**config.mk**
```make
export PLATFORM = sky130hd
export DESIGN_NAME = serial_cmd_encoder
export DESIGN_NICKNAME = d
export VERILOG_FILES = /design/src/rtl/serial_cmd_encoder.sv
export SDC_FILE = /design/constraint.sdc
export NUM_CORES = 1
export LEC_CHECK = 0
export CORE_MARGIN = 1.5
export CORE_UTILIZATION = 41
export DETAILED_ROUTE_END_ITERATION = 8
export PLACE_DENSITY = 0.66
export SKIP_CTS_REPAIR_TIMING = 1
export SLEW_MARGIN = 40
export SYNTH_ARGS = -nofsm -noshare
export SYNTH_HDL_FRONTEND = slang
export SYNTH_SLANG_ARGS = --single-unit
```
**constraint.sdc**
```tcl
create_clock -name clk -period 6.8 [get_ports clk]
set_clock_uncertainty 0.15 [all_clocks]
set_input_delay 2.04 -clock clk [delete_from_list [all_inputs] [get_ports clk]]
set_output_delay 2.04 -clock clk [all_outputs]
set_load 0.1 [all_outputs]
```
**src/rtl/serial_cmd_encoder.sv**
```systemverilog
// rtl/serial_cmd_encoder.sv - serialises one command frame (SOF SOF SPACE LEN payload EOF EOF) into a TX byte FIFO
module serial_cmd_encoder #(
  parameter int         MAX_CMD_PAYLOAD_BYTES = 8,
  parameter logic [7:0] SOF_BYTE              = 8'hFF,
  parameter logic [7:0] SPACE_BYTE            = 8'h00,
  parameter logic [7:0] EOF_BYTE              = 8'hEE
) (
  input  logic       clk,
  input  logic       rst,
  input  logic       cmd_send,
  input  logic [7:0] cmd_payload_len,
  input  logic [7:0] cmd_payload_r0,
  input  logic [7:0] cmd_payload_r1,
  input  logic [7:0] cmd_payload_r2,
  input  logic [7:0] cmd_payload_r3,
  input  logic [7:0] cmd_payload_r4,
  input  logic [7:0] cmd_payload_r5,
  input  logic [7:0] cmd_payload_r6,
  input  logic [7:0] cmd_payload_r7,
  input  logic       fifo_full,
  input  logic       cmd_sent_received,
  output logic [7:0] data,
  output logic       data_push,
  output logic       busy,
  output logic       cmd_sent,
  output logic       cmd_encode_success,
  output logic [7:0] cmd_bytes_sent
);

  typedef enum logic [3:0] {
    S_IDLE, S_SOF1, S_SOF2, S_SPACE, S_LEN, S_PAYLOAD, S_EOF1, S_EOF2, S_DONE
  } state_t;

  localparam logic [7:0] MAX_LEN = 8'(MAX_CMD_PAYLOAD_BYTES);

  state_t     state_q, state_d;
  logic       gap_q, gap_d;
  logic       send_prev_q;
  logic [7:0] len_q, len_d;
  logic [7:0] pl_q [8];
  logic [7:0] pl_d [8];
  logic [2:0] idx_q, idx_d;
  logic [7:0] data_q, data_d;
  logic       push_q, push_d;
  logic       busy_q, busy_d;
  logic       sent_q, sent_d;
  logic       ok_q, ok_d;
  logic [7:0] bytes_q, bytes_d;

  logic       start;
  logic       last_payload;
  logic [7:0] cur_byte;

  assign start        = cmd_send & ~send_prev_q;
  assign last_payload = ({5'd0, idx_q} == (len_q - 8'd1));

  always_comb begin
    cur_byte = SOF_BYTE;
    case (state_q)
      S_SPACE:        cur_byte = SPACE_BYTE;
      S_LEN:          cur_byte = len_q;
      S_PAYLOAD:      cur_byte = pl_q[idx_q];
      S_EOF1, S_EOF2: cur_byte = EOF_BYTE;
      default:        cur_byte = SOF_BYTE;
    endcase
  end

  always_comb begin
    state_d = state_q;
    gap_d   = gap_q;
    len_d   = len_q;
    pl_d    = pl_q;
    idx_d   = idx_q;
    data_d  = data_q;
    push_d  = 1'b0;
    busy_d  = busy_q;
    sent_d  = sent_q;
    ok_d    = ok_q;
    bytes_d = bytes_q;

    case (state_q)
      S_IDLE: begin
        if (start) begin
          len_d   = cmd_payload_len;
          pl_d[0] = cmd_payload_r0;
          pl_d[1] = cmd_payload_r1;
          pl_d[2] = cmd_payload_r2;
          pl_d[3] = cmd_payload_r3;
          pl_d[4] = cmd_payload_r4;
          pl_d[5] = cmd_payload_r5;
          pl_d[6] = cmd_payload_r6;
          pl_d[7] = cmd_payload_r7;
          idx_d   = 3'd0;
          gap_d   = 1'b0;
          bytes_d = 8'd0;
          ok_d    = 1'b0;
          busy_d  = 1'b1;
          state_d = S_SOF1;
        end
      end

      S_DONE: begin
        if (cmd_sent_received) begin
          sent_d  = 1'b0;
          state_d = S_IDLE;
        end
      end

      default: begin
        if (state_q == S_SOF1 && !gap_q && len_q > MAX_LEN) begin
          // Oversized request: report completion without touching the FIFO.
          sent_d  = 1'b1;
          busy_d  = 1'b0;
          ok_d    = 1'b0;
          state_d = S_DONE;
        end else if (!gap_q) begin
          if (!fifo_full) begin
            data_d  = cur_byte;
            push_d  = 1'b1;
            bytes_d = bytes_q + 8'd1;
            gap_d   = 1'b1;
          end
        end else begin
          gap_d = 1'b0;
          case (state_q)
            S_SOF1:  state_d = S_SOF2;
            S_SOF2:  state_d = S_SPACE;
            S_SPACE: state_d = S_LEN;
            S_LEN:   state_d = (len_q == 8'd0) ? S_EOF1 : S_PAYLOAD;
            S_PAYLOAD: begin
              if (last_payload) state_d = S_EOF1;
              else              idx_d   = idx_q + 3'd1;
            end
            S_EOF1:  state_d = S_EOF2;
            S_EOF2: begin
              sent_d  = 1'b1;
              ok_d    = 1'b1;
              busy_d  = 1'b0;
              state_d = S_DONE;
            end
            default: state_d = S_IDLE;
          endcase
        end
      end
    endcase
  end

  // Previous cmd_send resets high so a level held through reset is not an edge.
  always_ff @(posedge clk) begin
    if (rst) begin
      state_q     <= S_IDLE;
      gap_q       <= 1'b0;
      send_prev_q <= 1'b1;
      len_q       <= 8'd0;
      for (int i = 0; i < 8; i++) pl_q[i] <= 8'd0;
      idx_q       <= 3'd0;
      data_q      <= 8'd0;
      push_q      <= 1'b0;
      busy_q      <= 1'b0;
      sent_q      <= 1'b0;
      ok_q        <= 1'b0;
      bytes_q     <= 8'd0;
    end else begin
      state_q     <= state_d;
      gap_q       <= gap_d;
      send_prev_q <= cmd_send;
      len_q       <= len_d;
      for (int i = 0; i < 8; i++) pl_q[i] <= pl_d[i];
      idx_q       <= idx_d;
      data_q      <= data_d;
      push_q      <= push_d;
      busy_q      <= busy_d;
      sent_q      <= sent_d;
      ok_q        <= ok_d;
      bytes_q     <= bytes_d;
    end
  end

  assign data               = data_q;
  assign data_push          = push_q;
  assign busy               = busy_q;
  assign cmd_sent           = sent_q;
  assign cmd_encode_success = ok_q;
  assign cmd_bytes_sent     = bytes_q;

endmodule

```
==> summary.md <==
| Metric | Value |
|---|---|
| Leak Pwr | 0.00197 uW |
| Worst-margin pin slew | ~0.75 ns |
| Gr ovfl total | 0 |
| Initial Utilization | 0.425 |
| Final GP Congestion | 0.813 |
| Synth Area in Simple Gates | 0.227 |
| Sw Ratio | 0.258 |
| Relative slew slack | 0.499 |
| Hold Vio Cnt, Final | 0 |
| Worst Path Arrival | 4.16 ns |
| Via Count | 4054 |
| Die ar. | 12000 um^2 |
| Clk_lat worst skew | between 0.3 and 0.4 ns |
| Row count | 38 |
| Crit path time final | 4.04 ns |
| Slew Limit Fails | 0 |
| Synthesis-stage register bit count | 101 |
| Crit start category | input port |
| DP Wirelength | between 7000 and 8000 um |
| Multiplexer area fraction after synthesis | 0.103 |
| End of the worst hold path | cmd_encode_success$_SDFFE_PP0P_ |
| Met2 Track Usage GR | 0.327 |
| Mapped cell area | 4650 um^2 |
| Area grow syn2layout | 25.0% |
| Vias per Instance | 5.29 |
| Synth top area cells | dfxtp_1, nand2_1, a21oi_1, mux4_2, nor2_1 |
| Clock Pin Slew Worst Setup and Hold Paths | 0.07 ns |
| Post-Synth Adder-Cell Area | 0.0108 |
| Commonest cells after routing, fill and taps aside | nand2_1, dfxtp_1, a21oi_1 |
| Post-DRT Antenna Nets | 0 |
| Largest net degree at the start of global routing | around 100 |
| Distinct cells, synth | 50 |
| Crit Path Max Fanout | 48 |
| Setup violators final | 0 |
| Setup TNS | 0 ns |
| Pwr/cell area | 216 nW/um^2 |
| GR Layer Usage met3 | 0.0421 |
| Sequential area share after synthesis | 0.435 |
| Yosys top cell by area | dfxtp_1 |
| Comb pwr share | 0.115 |
| Post-synth EDFFs | 0 |
| PortBufs | 96 |
| Filler cells | between 1000 and 1500 |
| Crit Path Class | input port to register |
| Peak VDD IR | 0.134 mV |
| Initial DRT Pass Iterations | 4 |
| Synth Area in Compound Gates | 0.172 |
| RSZ-0062 raised after global routing | false |
| Ports | 97 |
| Power share of the clock group | 0.389 |
| Critical Path Slowest Stage Cell | and2_2 |
| Core area | 10900 um^2 |
| Period utilization | 0.595 |
| CTS tree | done |
| Syn nets | between 600 and 700 |
| Share of cells above drive strength 1 | 0.128 |
| Pint | 932 uW |
| Vias in the first global route | ~3800 |
| Nets@finish | approximately 700 |
| Xor-xnor portion of the synthesized cell area | 0.00565 |
| Drt wl/cell | 14.9 um |
| DRC | 0 |
| Outcome | finished, final reports clean |
| GR Layer Usage met1 | 0.256 |
| Crit-path cells | clkdlybuf4s50_1, nor3b_1, and2_2, buf_4, nand2_1, a21oi_1 |
| Worst R2R Path Depth | 6 |
| Die width | 109 um |
| Largest family of logic cells by synthesized area | simple AND/OR/NAND/NOR gates |
| GRT busiest layer | met2 |
| Critical Path RT | 6.91 ns |
| Max_cap viols | 0 |
| Synth async-reset ratio | 0 |
| Maximum clock rate | 0.247 GHz |
| HP Start | cmd_encode_success$_SDFFE_PP0P_ |
| ANT cells | 0 |
| H-Tree Depth | 3 |
| Final wirelength | 11400 um |
| Most used flip-flop cell after synthesis | dfxtp_1 |
| Share of the synthesized area in the top cell type | 0.435 |
| Flop2flop setup slack | 4.05 ns |
| Slowest stage delay, CP | ~0.5 ns |
| Reg-to-reg endpoint | data[4]$_SDFFE_PP0P_ |
| Avg Inst Size Synth | about 8.4 um^2 |
| Synth warn | 0 |
| CTS Buf Count | 9 |
| Seq pwr share | 0.497 |
| Hold path cells | 2 |
| Initial DRC count | 291 |
| Worst min-delay path class | register to register |
| Clk root buf | clkbuf_16 |
| Fin cells | 766 |
| Crit end category | register |
| CTS max path bufs | 2 |
| Syn Inst Count | 552 |
| R2r startpoint | idx_q[0]$_SDFFE_PP0P_ |
| Clock Sinks | 101 |
| Antenna violations before repair | 0 |
| Hold_ws | 0.300 ns |
| P_sw | 324 uW |
| First-pass GRT wire length | between 15000 and 20000 um |
| Die Y | about 110 um |
| GRT Util Overall | 0.198 |
| Most common cell after layout, fill and taps aside | nand2_1 |
| Fin util | 0.531 |
| Placed insts | approximately 750 |
[cells in the mapped netlist, types with 4 or more instances]
master    number
a21oi_1       88
a311oi_1       6
buf_2         13
buf_4          4
clkbuf_1      23
dfxtp_1      101
ha_1           4
inv_1          6
mux2_2         7
mux4_2        16
nand2_1      165
nand2b_1       5
nand3_1        5
nand3b_1       4
nor2_1        27
nor3_1         6
nor4_2         4
o21a_1         4
o21ai_0        5
o21ai_1        8
[critical path, delay by kind of cell]
| family | cells | cell delay [ns] |
|---|---|---|
| and+or+nand+nor | 3 | 0.98 |
| buffers and inverters | 2 | 0.96 |
| AOI/OAI and AO/OA | 1 | 0.14 |
[routing by layer]
metal	wire length, um	vias up
met5	0	-
met4	212	0
met1	5130	1916
met3	505	13
li1	-	2039
met2	5590	86
[power by group through the flow]
| stage | Sequential, uW | Clock, uW | Combinational (uW) |
|---|---|---|---|
| detailed placement | 637 | 0 | 144 |
| global placement | 636 | 0 | 144 |
| CTS | 623 | 500 | 145 |
| finish | 623 | 488 | 144 |
| floorplan | 650 | 0 | 67.1 |
| global route | 625 | 522 | 156 |
[through the flow]
stage          total power [uW]  cell area (um^2)  worst slack, ns
5_1_grt                    1300              5810             2.55
2_1_floorplan               717              4650             3.42
6_report                   1260              5810             2.76
3_5_place_dp                781              5530             2.40
4_1_cts                    1270              5810             2.75
3_3_place_gp                780              5620             2.45
[state kept, by name (all words and copies together), names as in the netlist]
name and cells:
cmd_encode_success 1, data_push 1, send_prev_q 1, cmd_sent 1, state_q 4, len_q 8
idx_q 3, busy 1, data 8, pl_q 64, cmd_bytes_sent 8, gap_q 1
[logic make-up (layout without fill, tap and decap cells)]
group / Yosys count / count (layout)
multiplexers: 27 / 27
buffers and inverters: 47 / 121
flip-flops: 101 / 101
AO/OA/AOI/OAI: 131 / 131
adder cells (fa/ha/maj): 4 / 4
XOR/XNOR: 3 / 3
AND/OR/NAND/NOR: 239 / 239
[area by class of cell]
cell class / instances / area [um^2] / share of cell area
multi-input combinational: 404 / 2420 / 0.416
clock inverter: 6 / 56.3 / 0.00969
clock buffer: 9 / 225 / 0.0388
timing repair buffer: 100 / 892 / 0.154
inverter: 6 / 22.5 / 0.00388
sequential: 101 / 2020 / 0.348
tap: 140 / 175 / 0.0302
[how the worst max path moves through the flow]
| stage | from | slack (ns) | cells after the start | end |
|---|---|---|---|---|
| after floorplan | cmd_send | 3.42 | 6 | cmd_bytes_sent[6]$_SDFFE_PP0P_ |
| after global placement | cmd_send | 2.45 | 7 | idx_q[0]$_SDFFE_PP0P_ |
| after detailed placement | cmd_send | 2.40 | 6 | pl_q[35]$_SDFFE_PP0P_ |
| after CTS | cmd_send | 2.75 | 6 | pl_q[35]$_SDFFE_PP0P_ |
| after global routing | cmd_send | 2.55 | 6 | pl_q[53]$_SDFFE_PP0P_ |
| final | cmd_send | 2.76 | 6 | pl_q[35]$_SDFFE_PP0P_ |
No activity file was read; power rests on OpenSTA's default activity.
==> patch 1 (same settings) <==
Encoding of `state_t`: now one-hot (9 bits for 9 states).
--- a/src/rtl/serial_cmd_encoder.sv
+++ b/src/rtl/serial_cmd_encoder.sv
@@ -28,6 +28,6 @@
 );
 
-  typedef enum logic [3:0] {
-    S_IDLE, S_SOF1, S_SOF2, S_SPACE, S_LEN, S_PAYLOAD, S_EOF1, S_EOF2, S_DONE
+  typedef enum logic [8:0] {
+    S_IDLE = 9'b000000001, S_SOF1 = 9'b000000010, S_SOF2 = 9'b000000100, S_SPACE = 9'b000001000, S_LEN = 9'b000010000, S_PAYLOAD = 9'b000100000, S_EOF1 = 9'b001000000, S_EOF2 = 9'b010000000, S_DONE = 9'b100000000
   } state_t;
 
Behaviour: no difference found for any inputs over 10 cycles, from zero or initial values and one cycle with rst high; not proved beyond that.
==> patch 1 against the original RTL <==
- routed wire length increased by 12%
- die area is 8.1% higher
- design area up 6.6%
- sequential cell count increased by 5
- synthesized area up 8.3%
- setup slack better by 0.057 ns
Power is not compared: it rests on default switching activity, and its combinational part moved more than twofold at a synthesized area within 25%.
==> patch 1: results (changes against the original RTL) <==
compound-gate portion of the synthesized area -> 18.0% (+0.84 points)
vias in the first global route -> 4311 (+13%)
max incr delay on CP -> 0.65 ns (+0.15 ns)
gpl congestion -> 0.841 (+3.4%)
Min-Delay Startpoint -> pl_q[28]
HPWL after DPL -> 9.06 mm (+15%)
R2R depth -> 6 (unchanged)
r2r startpoint -> state_q[3]
Post-Place Cells -> 800 (+6.5%)
Clock Latency Late Sink -> 0.34 ns (about the same)
Num CTS Buffers -> 9 (unchanged)
Post-synth top cells -> nand2_1 (170), dfxtp_1 (106), a21oi_1 (79), nor2_1 (25), clkbuf_1 (24)
antenna cell count -> 0 (unchanged)
Max FO, Critical Path -> 30 (-38%)
clock-pin slew on the worst setup and hold paths -> 0.07 ns (about the same)
Initial DRC Count -> 291 (unchanged)
layout cells sized above 1 -> 12.1% (-0.67 points)
syn nets -> 674 (+6.5%)
Ys Warns -> 0 (unchanged)
Async SR Flop Fraction -> 0% (unchanged)
Leak -> 2.11 nW
Fill cells -> 1112 (+6.5%)
post-synth cell types -> 62 (+24%)
hold crit path type -> flop to flop
buffer levels on the longest clock path -> 2 (unchanged)
H-tree Lvls -> 3 (unchanged)
pin count of the biggest net entering global routing -> 64 (-38%)
slowest CP cell -> a22oi_1
Avg Inst Size Synth -> 8.48 um2 (+0.69%)
hold path depth -> 2 (unchanged)
worst-margin pin slew -> 0.772 ns (+0.0204 ns)
initial antenna violation count -> 0 (unchanged)
Worst setup startpoint -> cmd_send
top cells by area, synth -> dfxtp_1 (42%), nand2_1 (13%), a21oi_1 (7.9%), mux4_2 (7.2%), mux2i_1 (2.6%)
final instance count without filler cells -> 816 (+6.5%)
Vias -> 4453 (+9.8%)
overall global routing resource usage -> 20.1% (+0.36 points)
maximum vdd drop -> 0.157 mV
Layout Nets -> 744 (+5.8%)
I/O Buffers -> 96 (unchanged)
first-pass GRT wire length -> 20.8 mm (+14%)
wire per inst -> 15.7 um (+4.9%)
Synth Area in Adders -> 0.746% (-0.33 points)
status -> finished clean
Seq/Total Area, Yosys -> 42.1% (-1.4 points)
CTS Root Cell -> clkbuf_16
mux share of post-synthesis cell area -> 9.74% (-0.60 points)
Synth Area in XOR/XNOR -> 1.04% (+0.48 points)
WP data arrival -> 4.02 ns (-0.14 ns)
-- patch 1: worst max-delay path: cells and delay by family --
family          cells  cell delay [ns]
simple gates        2             0.62
buf+inv             1             0.49
compound gates      2             0.86
-- patch 1: stage by stage --
step,cell area [um2],setup slack [ns]
2_1_floorplan,5030,3.44
3_3_place_gp,5990,2.48
3_5_place_dp,5890,2.44
4_1_cts,6180,2.80
5_1_grt,6190,2.55
6_report,6190,2.81
-- patch 1: power breakdown --
part	internal [W]	total, W	switching, W
combinational	0.000199	0.000654	0.000456
clock	0.000265	0.000508	0.000243
sequential	0.000691	0.000752	0.0000617
total	0.00115	0.00191	0.000760
-- patch 1: routing by layer --
metal / routed length, um / vias to the layer above / track usage, %
met2: 6210 / 144 / 33.0
met1: 5670 / 2085 / 26.5
li1: - / 2206 / -
met4: 278 / 0 / 7.25
met5: 0 / - / 0
met3: 624 / 18 / 3.93
-- patch 1: layout make-up --
cell class,count,area share (%)
Multi-Input combinational cell,439,43.2
Sequential cell,106,34.3
Timing Repair Buffer,101,14.4
Clock buffer,11,3.92
Tap cell,147,2.97
Clock inverter,5,0.748
Inverter,7,0.424
-- patch 1: kinds of logic after synthesis --
group | Yosys count
AOI/OAI and AO/OA | 145
xor gates and xnor gates | 6
adders and majority gates | 3
buffers and inverters | 49
DFF | 106
muxes | 29
and+or+nand+nor | 256
-- patch 1: final timing paths --
path | endpoint | slack [ns]
setup reg to reg | pl_q[14] | 3.89
hold / removal | pl_q[28] | 0.30
hold reg to reg | pl_q[28] | 0.30
setup / recovery | cmd_bytes_sent[3] | 2.81
==> patch 2 (same flow settings) <==
Made on the original files. The parameter `SOF_BYTE` goes from 8'hFF to 8'hBF.
--- a/src/rtl/serial_cmd_encoder.sv
+++ b/src/rtl/serial_cmd_encoder.sv
@@ -2,5 +2,5 @@
 module serial_cmd_encoder #(
   parameter int         MAX_CMD_PAYLOAD_BYTES = 8,
-  parameter logic [7:0] SOF_BYTE              = 8'hFF,
+  parameter logic [7:0] SOF_BYTE              = 8'hBF,
   parameter logic [7:0] SPACE_BYTE            = 8'h00,
   parameter logic [7:0] EOF_BYTE              = 8'hEE
Formal check against the unedited RTL: not equivalent (a bounded check fails within 4 cycles, from zero or initial values and one cycle with rst high).
==> patch 2 against the original RTL <==
- cell count increased by 0.91%
- routed wire length barely moved
- design area rose by 0.99%
- highest routed layer unchanged
- fmax down 2.9%
- sequential cell count unchanged
- synthesized area increased by 1.4%
- worst hold slack better by 0.0037 ns
- setup slack worse by 0.12 ns
Power is not compared: it rests on default switching activity, and its combinational part moved more than twofold at a synthesized area within 25%.
==> patch 2: results (changes against the original RTL) <==
overall global routing resource usage -> 19.4% (-0.38 points)
pin count of the biggest net entering global routing -> 106 (+1.9%)
Fill cells -> 1044 (unchanged)
Leak -> 2.03 nW
initial antenna violation count -> 0 (unchanged)
nonclk inv count -> 4 (-2)
status -> finished clean
dpl ws -> 2.29 ns (-0.118 ns)
comb_multi_in -> 414 (+2.5%)
clock network share of area -> 4.99% (+0.14 points)
post-synth cell types -> 59 (+18%)
overall routed net length -> 11.4 mm (about the same)
clock-pin slew on the worst setup and hold paths -> 0.07 ns (about the same)
Max FO, Critical Path -> 44 (-8.3%)
first-pass GRT wire length -> 18.2 mm (-0.87%)
gpl congestion -> 0.820 (+0.80%)
CTS Root Cell -> clkbuf_16
Buffers, non-clock -> 98 (-2.0%)
layout cells sized above 1 -> 13.6% (+0.81 points)
Post-synth top cells -> nand2_1 (153), dfxtp_1 (101), a21oi_1 (91), nor2_1 (32), clkbuf_1 (24)
syn nets -> 643 (+1.6%)
vias in the first global route -> 3902 (+2.0%)
H-tree Lvls -> 3 (unchanged)
top_reg_cell synth -> dfxtp_1
DR pass1 iterations -> 5 (+1)
Seq/Total Area, Yosys -> 42.9% (-0.61 points)
top cells by area, synth -> dfxtp_1 (43%), nand2_1 (12%), a21oi_1 (9.7%), mux4_2 (7.6%), nor2_1 (2.5%)
WP data arrival -> 4.28 ns (+0.12 ns)
Ys Warns -> 0 (unchanged)
fraction of area in multi-input gates -> 42.3% (+0.72 points)
Yosys reg bits -> 101 (unchanged)
HPWL after DPL -> 7.95 mm (+0.55%)
sequential cell area share -> 34.5% (-0.30 points)
NonClk Buf Share -> 14.9% (-0.41 points)
Initial DRC Count -> 214 (-26%)
Layout Nets -> 709 (+0.85%)
worst-margin pin slew -> 0.778 ns (+0.0266 ns)
antenna cell count -> 0 (unchanged)
Vias -> 4139 (+2.1%)
-- patch 2: logic make-up (layout without fill, tap and decap cells) --
logic type | Yosys count | in the layout | synth area share [%]
AO/OA/AOI/OAI | 134 | 134 | 17.6
XOR/XNOR | 4 | 4 | 0.743
adder cells (fa/ha/maj) | 4 | 4 | 1.06
buffers and inverters | 47 | 118 | 4.51
flip-flops | 101 | 101 | 42.9
multiplexers | 27 | 27 | 10.2
AND/OR/NAND/NOR | 245 | 245 | 23.0
-- patch 2: layer usage --
metal / part of all wire [%] / GRT usage [%] / routed length, um / up-vias
li1: - / - / - / 2069
met1: 44 / 24.3 / 5080 / 1928
met2: 49 / 33.6 / 5570 / 129
met3: 5.8 / 3.70 / 660 / 13
met4: 1.1 / 6.14 / 121 / 0
met5: 0 / 0 / 0 / -
-- patch 2: worst paths after layout --
check,from,to,slack (ns),depth (start not counted)
setup / recovery,cmd_send,pl_q[53],2.64,6
hold / removal,pl_q[57],pl_q[57],0.30,2
setup reg to reg,state_q[0],state_q[1],3.98,5
hold reg to reg,pl_q[57],pl_q[57],0.30,2
-- patch 2: metrics by stage --
step	hold slack (ns)	std cells	instance area [um2]	util, %	power, W
floorplan	0.283	562	4710	-	0.00125
global placement	0.289	757	5670	51.4	0.00140
detailed placement	0.296	757	5570	50.5	0.00139
CTS	0.306	773	5870	53.2	0.00190
global route	0.318	773	5870	53.2	0.00199
finish	0.304	773	5870	53.2	0.00189
-- patch 2: worst max-delay path, stage by stage --
cell and delay [ns]:
clkdlybuf4s50_1 0.47, nor3b_1 0.42, and2_2 0.57, buf_4 0.48, nand2_1 0.11, a21oi_1 0.16
-- patch 2: power breakdown --
part	total, W	switching (W)	internal [W]
clock	0.000505	0.000247	0.000258
sequential	0.000730	0.0000715	0.000659
combinational	0.000653	0.000447	0.000205
